[src/rtl/array_write_loader.sv]
// Sequential write engine for the display RAM: stores handshaked bytes at
// consecutive addresses, tracks the fill count and can sweep the array to zero.
module array_write_loader #(
    parameter int DEPTH      = 16,
    parameter int ADDR_WIDTH = 4,
    parameter int DATA_WIDTH = 8,
    parameter int WRAP       = 0
) (
    input  logic                  clock,
    input  logic                  reset,
    input  logic                  clear,
    input  logic                  inValid,
    input  logic [DATA_WIDTH-1:0] inData,
    output logic                  inReady,
    output logic                  memWriteEnable,
    output logic [ADDR_WIDTH-1:0] memWriteAddress,
    output logic [DATA_WIDTH-1:0] memWriteData,
    output logic [ADDR_WIDTH:0]   count,
    output logic                  full,
    output logic                  busy
);

    typedef enum logic [1:0] {IDLE, WRITE, CLEAR} state_t;

    localparam logic [ADDR_WIDTH:0]   DEPTH_COUNT = (ADDR_WIDTH + 1)'(DEPTH);
    localparam logic [ADDR_WIDTH-1:0] LAST_ADDR   = ADDR_WIDTH'(DEPTH - 1);
    localparam logic                  WRAP_EN     = (WRAP != 0);

    state_t                state;
    logic [ADDR_WIDTH-1:0] wp;
    logic                  pending;
    logic                  accept;

    assign full    = (count == DEPTH_COUNT);
    assign busy    = (state != IDLE);
    assign inReady = (state == IDLE) && !clear && (!full || WRAP_EN);
    assign accept  = inValid && inReady;

    always_ff @(posedge clock) begin
        if (reset) begin
            state           <= IDLE;
            wp              <= '0;
            count           <= '0;
            pending         <= 1'b0;
            memWriteEnable  <= 1'b0;
            memWriteAddress <= '0;
            memWriteData    <= '0;
        end else begin
            memWriteEnable <= 1'b0;
            case (state)
                IDLE: begin
                    if (clear) begin
                        state           <= CLEAR;
                        memWriteEnable  <= 1'b1;
                        memWriteAddress <= '0;
                        memWriteData    <= '0;
                    end else if (accept) begin
                        state           <= WRITE;
                        memWriteEnable  <= 1'b1;
                        memWriteAddress <= wp;
                        memWriteData    <= inData;
                    end
                end
                WRITE: begin
                    // Pointer wraps naturally because DEPTH is a power of two.
                    wp    <= wp + 1'b1;
                    count <= full ? count : count + 1'b1;
                    if (clear || pending) begin
                        state           <= CLEAR;
                        pending         <= 1'b1;
                        memWriteEnable  <= 1'b1;
                        memWriteAddress <= '0;
                        memWriteData    <= '0;
                    end else begin
                        state <= IDLE;
                    end
                end
                CLEAR: begin
                    // The write address doubles as the sweep index.
                    if (memWriteAddress == LAST_ADDR) begin
                        state   <= IDLE;
                        wp      <= '0;
                        count   <= '0;
                        pending <= 1'b0;
                    end else begin
                        memWriteEnable  <= 1'b1;
                        memWriteAddress <= memWriteAddress + 1'b1;
                        memWriteData    <= '0;
                    end
                end
                default: state <= IDLE;
            endcase
        end
    end

endmodule

[config.mk]
export PLATFORM = sky130hd
export DESIGN_NAME = array_write_loader
export DESIGN_NICKNAME = d
export VERILOG_FILES = /design/src/rtl/array_write_loader.sv
export SDC_FILE = /design/constraint.sdc
export NUM_CORES = 1
export LEC_CHECK = 0
export ABC_AREA = 1
export CELL_PAD_IN_SITES_DETAIL_PLACEMENT = 0
export CELL_PAD_IN_SITES_GLOBAL_PLACEMENT = 1
export CORE_MARGIN = 4
export CORE_UTILIZATION = 40
export CTS_CLUSTER_DIAMETER = 200
export CTS_CLUSTER_SIZE = 28
export DETAILED_ROUTE_END_ITERATION = 12
export DONT_BUFFER_PORTS = 1
export GPL_ROUTABILITY_DRIVEN = 0
export PLACE_DENSITY_LB_ADDON = 0.1
export SYNTH_ARGS = -nofsm -noshare
export SYNTH_HDL_FRONTEND = slang
export SYNTH_SLANG_ARGS = --single-unit
[constraint.sdc]
create_clock -name clock -period 1.95 [get_ports clock]
set_input_delay 0.4875 -clock clock [delete_from_list [all_inputs] [get_ports clock]]
set_output_delay 0.4875 -clock clock [all_outputs]
set_load 0.01 [all_outputs]
==> Word-level counts from Yosys, hierarchy flattened <==
Index checks and enable logic that the tools add are counted.
{ "classes": {"n_addsub": 3, "multipliers": 0, "n_div": 0, "magnitude_cmp": 0, "eq_ne": 9, "shifts": 0, "mux": 28, "n_bitwise": 0, "n_reduce_logical": 15} }
{ "op_table": {"columns": ["cell", "count"], "rows": [
  ["two-way mux 8 bit", 4],
  ["case mux 8 bit (3 select lines)", 1],
  ["two-way mux 4 bit", 5],
  ["case mux 4 bit (3 select lines)", 1],
  ["two-way mux 5 bit", 2],
  ["case mux 5 bit (2 select lines)", 1],
  ["adder 4 x 1 -> 4 bit (second input constant)", 2],
  ["two-way mux 2 bit", 4],
  ["!= test 2 bit (second input constant)", 4],
  ["case mux 4 bit (2 select lines)", 1],
  ["two-way mux 1 bit", 6],
  ["case mux 2 bit (3 select lines)", 1],
  ["AND reduction 3 bit", 2],
  ["adder 5 x 1 -> 5 bit (second input constant)", 1],
  ["== test 5 bit (second input constant)", 1],
  ["== test 4 bit (second input constant)", 1],
  ["AND reduction 2 bit", 2],
  ["AND reduction 4 bit", 1],
  ["nonzero test 2 bit", 2],
  ["logical AND 1 bit", 3],
  ["!= test 3 bit (second input constant)", 1],
  ["case mux 1 bit (3 select lines)", 1],
  ["nonzero test 3 bit", 1],
  ["== test 2 x 1 -> 1 bit (second input constant)", 1],
  ["5 further kinds", 6]
]} }
{ "word_totals": {"regBits": 25, "latch_bits": 0, "mem_bits_rw": 0, "rom_bits": 0, "mem_count": 0} }

==> Logic depth before layout (Yosys ltp) <==
{ "depth": {"word_depth": 7, "depth_mapped": 11, "mapped_depth_nobuf": 11} }

==> Worst setup path after synthesis <==
OpenSTA, ideal clock, no wires.
{ "synth_path": {"path_kind": "register to output", "startpoint": "register count[0]", "endpoint": "output port inReady", "t_arrival_ns": 1.084, "t_required_ns": 1.462, "setup_slack_ns": 0.378, "stages_incl_launch_ff": 6, "n_path_buf": 0, "cell_sequence": "dfxtp_1 -> inv_1 -> ha_1 -> nand2_1 -> nor2_4 -> nor2_1"} }
{ "synth_between": {"elab_chain_cells": 3} }
{ "synth_lines": {"columns": ["item", "line", "rtl"], "rows": [
  ["start, declared", "18", "output logic [ADDR_WIDTH:0] count,"],
  ["start signal, assigned", "67", "count <= full ? count : count + 1'b1;"],
  ["== test 5 bit", "34", "assign full = (count == DEPTH_COUNT);"],
  ["named net full", "19", "output logic full,"],
  ["zero test 1 bit", "36", "assign inReady = (state == IDLE) && !clear && (!full || WRAP_EN);"],
  ["logical AND 1 bit", "36", null],
  ["end, declared", "14", "output logic inReady,"]
]} }
The timed path passes the listed nets, and every way through them passes these cells.

==> Worst setup path in the final report <==
{ "layout_path": {"startpoint": "register state[1]", "endpoint": "output port inReady"} }
{ "layout_between": {"elab_chain_cells": 3} }
{ "layout_lines": {"columns": ["item", "line", "rtl"], "rows": [
  ["start, declared", "29", "state_t state;"],
  ["start signal, assigned", "41", "state <= IDLE;"],
  ["start signal, assigned", "53", "state <= CLEAR;"],
  ["start signal, assigned", "58", "state <= WRITE;"],
  ["zero test 2 bit", "36", null],
  ["logical AND 1 bit (2 in a row)", "36", null]
]} }
No other way between the ends.

==> flow_summary.toml <==
[floorplanning]
die_w_um = 68.1
rows = 21
die_area_mm2 = 0.00463
start_util_pct = 42.2
pin_count = 33
die_h_um = 68.1
coreArea_mm2 = 0.00342

[grt]
grt_pass1_wl_um = 5730
grt_use_total_pct = 16.2
grt_max_degree = 15
antenna_found_initial = 0
gr-total-overflow = 0
grt_pass1_vias = 1274

[clock_network]
cts_tree = "yes"
htree_levels = 1
cts_made_buffers = 3
clk_latency_ns = 0.32
clock-sinks = 25
clock_tree.buffer_depth = 2
cts_hold_buf = 0
cts_root_buffer = "clkbuf_4"
path_clk_slew_ns = 0.14

[yosys]
synth_most_common_cell = "nand2_1"
synth-warning-count = 0
synth.top_cell.area_share_pct = 34.7
async_flop_share_pct = 0
synthFlopType = "dfxtp_1"
avgSynthCellArea_um2 = 6.87
yosys_register_bits = 25
yosys.area.top_type = "dfxtp_1"
syn_area_mm2 = 0.00144
yosys-top-cells-area = "dfxtp_1, nand2_1, nor2_1"
synth_common_cells = "nand2_1, nor2_1, dfxtp_1"
synth_edf_count = 0
syn_inst = 210
yosys.cell_types.count = 27
synth-seq-area-share_pct = 34.7
synthesis.nets = 230

[drt]
vias = 1244
routed_wl_um = 3180
drt_iter0_drc = 46
wire_per_inst_um = 12.4
drc = 0
drtPass1Iterations = 4
ant_nets = 0
viasPerCell = 4.84

[outcome]
status = "finished clean"

[flow_run]
cap_violations = 0

[timing]
fin_tns_setup_ns = 0
hold-worst-slack_ns = 0.206
final_max_slew_viol_count = 0
tightest_slew_ns = 0.412
clock_skew_ns = 0.00783
relSlewSlack_pct = 72.5
min_period_over_period_pct = 94.6
fmax_ghz = 0.542
setup_viol = 0
min_period_ns = 1.84
hold_violations = 0

[placement]
place_hpwl_um = 2480
portBuffers = 0
placed_cell_area_mm2 = 0.00148

[power_and_ir_drop]
p_per_area_mw_per_mm2 = 762
power_leakage_uw = 0.000706
peakVddDrop_mv = 0.418

[critical_path]
ff2ff_setup_slack_ns = 0.23
crit_type = "register to output port"
crit_arrival_ns = 1.36
r2r_start = "state[0]"
critPathLaunchType = "register"
r2r_cells = 7
worstPathMaxFanout = 3
r2r_end = "memWriteData[6]"
worstPathRequired_ns = 1.46
end_kind = "output port"

[worst_hold_path]
min_path_cells = 1
min_from = "reset"
min_to = "wp[3]"
hold_path.class = "input port to register"

[final_layout]
fin_util_pct = 44.1
drive_gt1_share_pct = 11.4
synthToLayoutAreaGrowth_pct = 4.34
post-route-cell-area_mm2 = 0.00151
antenna_cells = 0
nets = 232
==> critical path, cell delays in order, from the launching register on <==
cell     delay (ns)
dfxtp_1        0.36
inv_1          0.11
ha_1           0.23
nand2_1        0.12
nor2_2         0.22
==> power breakdown <==
group          switching [uW]  internal, uW
clock network             161          76.9
logic                     195           101
registers                54.8           558
==> stage by stage <==
step	power, uW	cells	worst slack (ns)
CTS	1170	257	0.0436
finish	1150	257	0.106
global route	1240	257	-0.00493
detailed placement	923	253	0.239
floorplan	867	210	0.378
global placement	914	253	0.307
==> final cells by class <==
type / count / area [um2]
clock buffer: 3 / 22.5
clock inverter: 1 / 5.00
fill: 370 / 1910
inverter: 25 / 93.8
multi-input combinational: 154 / 803
sequential: 25 / 500
tap: 46 / 57.6
timing repair buffer: 3 / 22.5
==> routing by layer <==
layer	part of all wire [%]	vias to the layer above	track usage, %
li1	-	665	-
met1	48	553	21.0
met2	45	22	25.9
met3	4.7	4	3.94
met4	1.5	0	5.96
met5	0	-	0
==> what timing repair did <==
item / CTS / global route
resized for setup: 0 / 1
setup endpoints to repair: 0 / 1
buffers inserted: 0 / 0
==> cell usage in the layout (no fill, tap or decap), types with 2 or more instances in the layout <==
master,netlist,routed
nand2_2,4,4
nand2_1,53,53
dfxtp_1,25,25
clkbuf_4,0,3
xor2_1,2,2
inv_1,23,23
ha_1,8,8
o21ai_0,4,4
buf_4,0,3
a21oi_1,12,12
inv_2,2,2
nor2_2,3,4
nor2_4,2,2
nor2_1,34,33
o21ai_1,2,2
nand3_1,18,18
nand4_1,2,2
xnor2_1,2,2
==> flip-flops by register name, summed over array words and instances (netlist names) <==
register / count
memWriteEnable: 1
state: 2
pending: 1
wp: 4
memWriteData: 8
memWriteAddress: 4
count: 5
==> cells by family after synthesis <==
| logic type | count (synthesis) | share of synthesized area, % |
|---|---|---|
| compound gates | 21 | 8.59 |
| flops | 25 | 34.7 |
| fa+ha+maj | 8 | 6.94 |
| xor+xnor | 4 | 2.43 |
| simple gates | 121 | 37.6 |
| buf+inv | 31 | 9.80 |
==> worst max path at each step <==
stage / from / end / slack [ns] / cells after the start
global placement: state[0] / memWriteAddress[1] / 0.31 / 7
detailed placement: state[0] / memWriteData[4] / 0.24 / 7
CTS: state[1] / inReady / 0.04 / 4
floorplan: count[0] / inReady / 0.38 / 5
global route: state[1] / inReady / -0.005 / 4
finish: state[1] / inReady / 0.11 / 4
No activity file was read; power rests on OpenSTA's default activity.
